File: src/rtl/fetch_pkg.sv
// rtl/fetch_pkg.sv - shared types and constants for the instruction fetch front end
package fetch_pkg;

  localparam logic [31:0] NOP_INSTR = 32'h0000_0013;

  typedef enum logic [1:0] {
    IDLE,
    REQ,
    DISCARD
  } fetch_state_t;

  typedef struct packed {
    logic [31:0] pc;
    logic [31:0] instr;
  } fetch_entry_t;

endpackage

File: src/rtl/fetch_buffer_if.sv
// rtl/fetch_buffer_if.sv - instruction memory req/ack bus between fetch and memory
interface fetch_buffer_if;

  logic        mem_req;
  logic [31:0] mem_addr;
  logic        mem_ack;
  logic [31:0] mem_rdata;

  modport master (
    output mem_req,
    output mem_addr,
    input  mem_ack,
    input  mem_rdata
  );

  modport slave (
    input  mem_req,
    input  mem_addr,
    output mem_ack,
    output mem_rdata
  );

endinterface

File: src/rtl/fetch_fifo.sv
// rtl/fetch_fifo.sv - circular buffer of {pc, instr} pairs with single-cycle flush
module fetch_fifo
  import fetch_pkg::*;
#(
  parameter int DEPTH = 4,
  localparam int CW = $clog2(DEPTH) + 1
) (
  input  logic         clk,
  input  logic         reset,
  input  logic         push,
  input  fetch_entry_t push_data,
  input  logic         pop,
  input  logic         flush,
  output fetch_entry_t head,
  output logic [CW-1:0] count
);

  localparam int PW = $clog2(DEPTH);

  fetch_entry_t   mem [DEPTH];
  logic [PW-1:0]  wr_ptr;
  logic [PW-1:0]  rd_ptr;

  // DEPTH is a power of two, so the pointers wrap by natural overflow
  always_ff @(posedge clk) begin
    if (reset || flush) begin
      wr_ptr <= '0;
      rd_ptr <= '0;
      count  <= '0;
    end else begin
      if (push) wr_ptr <= wr_ptr + PW'(1);
      if (pop)  rd_ptr <= rd_ptr + PW'(1);
      count <= count + CW'(push) - CW'(pop);
    end
  end

  always_ff @(posedge clk) begin
    if (push && !flush) mem[wr_ptr] <= push_data;
  end

  assign head = mem[rd_ptr];

endmodule

File: src/rtl/fetch_buffer.sv
// rtl/fetch_buffer.sv - fetch address generator, one-outstanding memory FSM and decode-facing FIFO head
module fetch_buffer
  import fetch_pkg::*;
#(
  parameter int          DEPTH    = 4,
  parameter logic [31:0] RESET_PC = 32'h0000_0000
) (
  input  logic                  clk,
  input  logic                  reset,
  input  logic                  PCSrcE,
  input  logic [31:0]           PCTargetE,
  input  logic                  StallD,
  fetch_buffer_if.master        mem,
  output logic [31:0]           InstrF,
  output logic [31:0]           PCF,
  output logic [31:0]           PCPlus4F,
  output logic                  InstrValidF,
  output logic                  FetchStall
);

  localparam int            CW   = $clog2(DEPTH) + 1;
  localparam logic [CW-1:0] FULL = CW'(DEPTH);

  fetch_state_t  state;
  logic [31:0]   fetch_pc;
  logic [31:0]   redirect_pc;
  logic [31:0]   req_addr;
  logic          req_q;
  logic [CW-1:0] count;
  logic [CW-1:0] count_next;
  fetch_entry_t  head;
  fetch_entry_t  push_entry;
  logic          ack;
  logic          push;
  logic          pop;
  logic [31:0]   resume_pc;

  // An ack is only meaningful while our own request is on the bus
  assign ack        = mem.mem_ack & req_q;
  assign pop        = InstrValidF & ~StallD & ~PCSrcE;
  assign push       = ack & ~PCSrcE & (state == REQ);
  assign count_next = count + CW'(push) - CW'(pop);
  assign resume_pc  = PCSrcE ? PCTargetE : redirect_pc;
  assign push_entry = '{pc: fetch_pc, instr: mem.mem_rdata};

  assign mem.mem_req  = req_q;
  assign mem.mem_addr = req_addr;

  fetch_fifo #(.DEPTH(DEPTH)) u_fifo (
    .clk       (clk),
    .reset     (reset),
    .push      (push),
    .push_data (push_entry),
    .pop       (pop),
    .flush     (PCSrcE),
    .head      (head),
    .count     (count)
  );

  always_ff @(posedge clk) begin
    if (reset) begin
      state       <= IDLE;
      fetch_pc    <= RESET_PC;
      redirect_pc <= RESET_PC;
      req_addr    <= RESET_PC;
      req_q       <= 1'b0;
    end else begin
      case (state)
        IDLE: begin
          if (PCSrcE) begin
            fetch_pc <= PCTargetE;
            req_addr <= PCTargetE;
            req_q    <= 1'b1;
            state    <= REQ;
          end else if (count < FULL) begin
            req_addr <= fetch_pc;
            req_q    <= 1'b1;
            state    <= REQ;
          end
        end
        REQ: begin
          if (PCSrcE && ack) begin
            fetch_pc <= PCTargetE;
            req_addr <= PCTargetE;
          end else if (PCSrcE) begin
            // The old request must still complete; its data is dropped
            redirect_pc <= PCTargetE;
            state       <= DISCARD;
          end else if (ack) begin
            fetch_pc <= fetch_pc + 32'd4;
            if (count_next < FULL) begin
              req_addr <= fetch_pc + 32'd4;
            end else begin
              req_q <= 1'b0;
              state <= IDLE;
            end
          end
        end
        DISCARD: begin
          if (ack) begin
            fetch_pc <= resume_pc;
            req_addr <= resume_pc;
            state    <= REQ;
          end else if (PCSrcE) begin
            redirect_pc <= PCTargetE;
          end
        end
        default: begin
          req_q <= 1'b0;
          state <= IDLE;
        end
      endcase
    end
  end

  assign InstrValidF = (count != '0);
  assign FetchStall  = ~InstrValidF;
  assign InstrF      = InstrValidF ? head.instr : NOP_INSTR;
  assign PCF         = InstrValidF ? head.pc : 32'd0;
  assign PCPlus4F    = PCF + 32'd4;

endmodule

File: src/flat_wrapper.sv
// flat-port wrapper written by rule: the top's interface ports become plain ports
module fetch_buffer_flat import fetch_pkg::*;
#(
  parameter int          DEPTH    = 4,
  parameter logic [31:0] RESET_PC = 32'h0000_0000
)
  (clk, reset, PCSrcE, PCTargetE, StallD, InstrF, PCF, PCPlus4F, InstrValidF, FetchStall, mem_mem_req, mem_mem_addr, mem_mem_ack, mem_mem_rdata);
  fetch_buffer_if mem_i ();
  input  logic clk;
  input  logic reset;
  input  logic PCSrcE;
  input  logic [31:0] PCTargetE;
  input  logic StallD;
  output logic [31:0] InstrF;
  output logic [31:0] PCF;
  output logic [31:0] PCPlus4F;
  output logic InstrValidF;
  output logic FetchStall;
  output wire logic [$bits(mem_i.mem_req)-1:0] mem_mem_req;
  output wire logic [$bits(mem_i.mem_addr)-1:0] mem_mem_addr;
  input wire logic [$bits(mem_i.mem_ack)-1:0] mem_mem_ack;
  input wire logic [$bits(mem_i.mem_rdata)-1:0] mem_mem_rdata;
  assign mem_mem_req = mem_i.mem_req;
  assign mem_mem_addr = mem_i.mem_addr;
  assign mem_i.mem_ack = mem_mem_ack;
  assign mem_i.mem_rdata = mem_mem_rdata;
  fetch_buffer #(.DEPTH(DEPTH), .RESET_PC(RESET_PC)) u_core (.clk(clk), .reset(reset), .PCSrcE(PCSrcE), .PCTargetE(PCTargetE), .StallD(StallD), .mem(mem_i), .InstrF(InstrF), .PCF(PCF), .PCPlus4F(PCPlus4F), .InstrValidF(InstrValidF), .FetchStall(FetchStall));
endmodule
File: config.mk
export PLATFORM = sky130hd
export DESIGN_NAME = fetch_buffer_flat
export DESIGN_NICKNAME = d
export VERILOG_FILES = /design/src/rtl/fetch_pkg.sv /design/src/rtl/fetch_buffer_if.sv /design/src/rtl/fetch_fifo.sv /design/src/rtl/fetch_buffer.sv /design/src/flat_wrapper.sv
export SDC_FILE = /design/constraint.sdc
export NUM_CORES = 1
export LEC_CHECK = 0
export CAP_MARGIN = 20
export CORE_ASPECT_RATIO = 0.75
export CORE_MARGIN = 3
export CORE_UTILIZATION = 50
export CTS_CLUSTER_SIZE = 40
export DETAILED_ROUTE_END_ITERATION = 8
export PLACE_DENSITY_LB_ADDON = 0.05
export SLEW_MARGIN = 40
export SYNTH_ARGS = -nofsm -noshare
export SYNTH_HDL_FRONTEND = slang
export SYNTH_HIERARCHICAL = 1
export SYNTH_SLANG_ARGS = --single-unit
File: constraint.sdc
create_clock -name clk -period 5.7 [get_ports clk]
set_input_delay 1.14 -clock clk [delete_from_list [all_inputs] [get_ports clk]]
set_output_delay 1.14 -clock clk [all_outputs]
set_load 0.01 [all_outputs]
# Word-level counts from Yosys, hierarchy flattened
# Memory sizes are Yosys's and may differ from the RTL's. A register that Yosys moved wholly into a read port is not among the register bits.
# Cells that the tools add are included.
# word_totals
ram_bits,256
rom_bits,0
input_bits,69
reg_bits,106
n_memories,1
latchBits,0
# op_classes
eq_ne,15
order_cmp,2
reduce_logical,13
n_mul,0
n_div,0
n_shift,0
bitwise_logic,9
n_addsub,6
mux,38
# mem_list
memory,depth,width,rd,rd_clocked_by_memory_dff,wr,line_no,source
u_core.u_fifo.mem,4,64,1,1,1,fetch_fifo.sv:20,fetch_entry_t mem [DEPTH];
# ops
operator,count
32-bit 2-to-1 mux,16
32-bit case mux with 3 select lines,2
"32-bit by 3-bit adder with 32-bit output, second input constant",2
32-bit case mux with 2 select lines,1
2-bit 2-to-1 mux,9
6-bit AND reduction,2
"2-bit != test, second input constant",5
5-bit AND reduction,2
"3-bit by 2-bit != test with 1-bit output, second input constant",3
"3-bit != test, second input constant",3
1-bit 2-to-1 mux,8
"3-bit less-than comparator, second input constant",2
2-bit case mux with 3 select lines,1
3-bit nonzero test,2
1-bit bitwise AND,5
"2-bit by 1-bit adder with 2-bit output, second input constant",2
"2-bit by 1-bit != test with 1-bit output, second input constant",2
1-bit inverter,4
3-bit by 1-bit adder with 3-bit output,1
1-bit case mux with 3 select lines,1
3-bit AND reduction,1
3-bit by 1-bit subtractor with 3-bit output,1
"2-bit by 1-bit equality test with 1-bit output, second input constant",1
"2-bit equality test, second input constant",1
5 further kinds,6

# Logic depth before layout (Yosys ltp)
# logic_depth
ltp_word,11
mapped_depth,16

# By module
# Netlist, hierarchy kept.
# modules_own_cells
mod,seq_area_each_um2,area_per_inst_um2,cells_per_inst,n_inst
fetch_fifo,7867.5,9748.1,377,1
fetch_buffer,1981.9,7229.4,1022,1

# Worst setup path before layout
# OpenSTA, ideal clock, no wires.
# synth_path
path_type,input to register
startpoint,input PCSrcE
endpoint,memory u_core/u_fifo/mem[0][0] (netlist bit) (enable)
path_slack_ns,1.168
path_stages,7
path_buffers,4
arrival_time_ns,4.103
required_ns,5.271
setup_ns,0.429
path_cell_list,clkbuf_1 > clkbuf_1 > clkbuf_1 > clkbuf_8 > nor3_1 > nor2b_1 > and2_1
# synth_between
elab_chain_cells,6
word_cells_on_any_way,7
# synth_lines
item,line_no,source
"start, declared",flat_wrapper.sv:11,input logic PCSrcE;
1-bit inverter,fetch_buffer.sv:41,assign push = ack & ~PCSrcE & (state == REQ);
1-bit bitwise AND (2 in series),fetch_buffer.sv:41,
via u_core.push,fetch_buffer.sv:34,logic push;
1-bit logical AND,fetch_fifo.sv:38,if (push && !flush) mem[wr_ptr] <= push_data;
1-bit 2-to-1 mux,fetch_fifo.sv:38,
1-bit 2-to-1 mux (not written as such),fetch_fifo.sv:38,
"end, declared",fetch_fifo.sv:20,
# The timed path passes the listed nets, and every way through them passes these cells.

==> results.cfg <==
[power_and_ir_drop]
pwr-share-seq_pct = 44.8
finalPower_mw = 7.86
power_density_mw_per_mm2 = 382
p_switching_mw = 2.41
clkPwrFrac_pct = 33.2
p_comb_share_pct = 22.0
irDropWorstVdd_mv = 0.264
switching_share_pct = 30.6
p_leak_nw = 6.88
intPower_mw = 5.45

[synth]
synth_top_flop_cell = edfxtp_1
ys_warn_count = 6
syn_inst = 1399
synth_edf_count = 256
syn_nets = 1484
synth_cell_types = 73
yosysSeqAreaShare_pct = 58.0
async_reset_ff_share_pct = 0
synth_area_mm2 = 0.0170
synth-seq-cells = 364
synth_area_per_cell_um2 = 12.1

[global_route]
antenna_found_initial = 1
grtUsageTotal_pct = 24.9
first_global_vias = 11800
grt_pass1_wl_mm = 69.2
overflow = 0
grt_max_degree = 65

[finish]
nNetsFinal = 1654
final_cell_count_no_fill = 2040
mostFrequentLayoutCell = edfxtp_1
fillers = 2582
area_delta_synth_final_pct = 21.1
final_cell_mix = 256 x edfxtp_1, 197 x clkdlybuf4s50_1, 171 x nand2_1
post_route_cells_drive_above_1_share_pct = 11.5

[route]
antenna_left = 0
first_pass_iters = 5
detail_route.iter0.violations = 1189
wl_mm = 45.1
avgRoutedWirePerCell_um = 22.1
drc_errors = 0
viasPerCell = 5.94
num_vias = 12100

[cts]
postCtsHoldBufs = 0
cts-root-buf = clkbuf_16
cts_made_buffers = 38
path_clk_slew_ns = 0.06
cts_resized = 0
cts_tree = yes
cts.htree.levels = 2
cts_sinks = 364
cts_buffer_depth = 3
cts_setup_buffers = 0
clk_latency_ns = 0.53

[critical_path]
crit_arrival_ns = 4.28
crit_path_max_fanout = 48
end_kind = output port
crit_path_start_kind = register
crit_type = register to output port
cp.required_ns = 4.56

[hold_path]
hold_class = register to register

[placement]
post-dp-hpwl_mm = 28.8
gp_congestion = 0.869
dp_cells = 1971
io_buffers = 199

[timing]
post-route-period-util_pct = 95.0
worstMarginPinSlew_ns = 0.852
finClkSkew_ns = 0.0167
fmax_mhz = 185
fin_setup_tns_ns = 0
rsz0062_at_grt = no
finalSetupViolCount = 0
slew_headroom_pct = 43.2
hold_viol_final = 0
period_minus_slack_ns = 5.42
final_max_slew_viol_count = 0

[die]
die_h_um = 166
core_mm2 = 0.0329
fp.dieW_um = 219
die_area_mm2 = 0.0362
pin_count = 200
initial_core_util_pct = 51.5
rows = 57

[status]
outcome = finished clean

[flow_run]
maxCapViolCount = 0
-- worst max-delay path, cell delays in order (launching register included) --
cell and delay, ns:
dfxtp_2 0.60, buf_4 0.67, mux4_2 0.41, nand4_1 0.22, nor4_1 0.36, buf_4 0.21, nand3_1 0.18, nand2b_1 0.24
nor2_1 0.14, xor2_1 0.15, clkdlybuf4s50_1 0.55
-- final timing paths --
check,startpoint,endpoint,slack [ns],cells after the start
max,register,PCPlus4F[24],0.28,10
min,u_core/redirect_pc[10],u_core/redirect_pc[10],0.45,2
max reg2reg,u_core/state[1],u_core/mem.mem_addr[31],1.57,15
min reg2reg,u_core/redirect_pc[10],u_core/redirect_pc[10],0.45,2
-- power groups by stage --
stage | combinational (mW) | sequential (mW) | clock [mW]
after floorplan | 1.08 | 3.45 | 0
after global placement | 1.67 | 3.57 | 0
after detailed placement | 1.70 | 3.58 | 0
after CTS | 1.71 | 3.52 | 2.67
after global routing | 1.90 | 3.56 | 2.78
final | 1.73 | 3.52 | 2.61
-- state kept, by name (all words and copies together), names as in the netlist, named ones only --
register,flops
u_core/mem.mem_req,1
u_core/u_fifo/count,3
u_core/state,2
u_core/mem.mem_addr,32
u_core/u_fifo/rd_ptr,2
u_core/redirect_pc,32
u_core/fetch_pc,32
u_core/u_fifo/mem,256
u_core/u_fifo/wr_ptr,2
-- cell families (layout without fill, tap and decap cells) --
logic type | after synthesis | in the layout | share of synthesized area, %
compound gates | 320 | 320 | 11.3
xor+xnor | 57 | 57 | 3.02
fa+ha+maj | 16 | 16 | 1.22
buf+inv | 132 | 330 | 4.17
flops | 364 | 364 | 58.0
mux | 84 | 84 | 9.79
other cells | 0 | 1 | 0
simple gates | 426 | 426 | 12.5
-- cell usage after synthesis (all sizes together) (17+ instances only) --
cell,n,area [µm²]
nor2,64,240
nand4,19,134
clkbuf,73,347
nand2,171,642
o21ai,79,395
mux4,64,1460
inv,36,135
buf,23,226
o211ai,17,128
xor2,25,219
dfxtp,108,2160
xnor2,31,272
nand3,37,198
and2,67,420
a21oi,139,696
edfxtp,256,7690
-- stage by stage --
stage	cell area (µm²)	utilization, %	hold slack, ns	setup WS [ns]
finish	20600	62.4	0.455	0.284
global route	20600	62.4	0.476	0.0267
CTS	20600	62.4	0.456	0.251
detailed placement	19200	58.4	0.447	0.728
global placement	19200	58.4	0.441	0.894
floorplan	17000	-	0.432	1.17
-- cell type report --
| class | instances | area [µm²] | share of cell area, % |
|---|---|---|---|
| antenna | 1 | 2.50 | 0.0122 |
| clock buffer | 51 | 1070 | 5.22 |
| clock inverter | 17 | 243 | 1.18 |
| inverter | 36 | 135 | 0.657 |
| multi-input combinational | 903 | 6470 | 31.5 |
| sequential | 364 | 9850 | 47.9 |
| tap | 442 | 553 | 2.69 |
| timing repair buffer | 226 | 2230 | 10.9 |
-- metal layers --
layer	vias to the layer above	share of wire (%)	track usage, %	wire length [µm]
met4	0	1.8	6.56	800
met3	58	8.6	6.04	3890
met1	5982	44	36.4	20000
met2	513	45	37.6	20400
met5	-	0	0	0
li1	5560	-	-	-
Note: power is estimated with default switching activity, not from simulation.
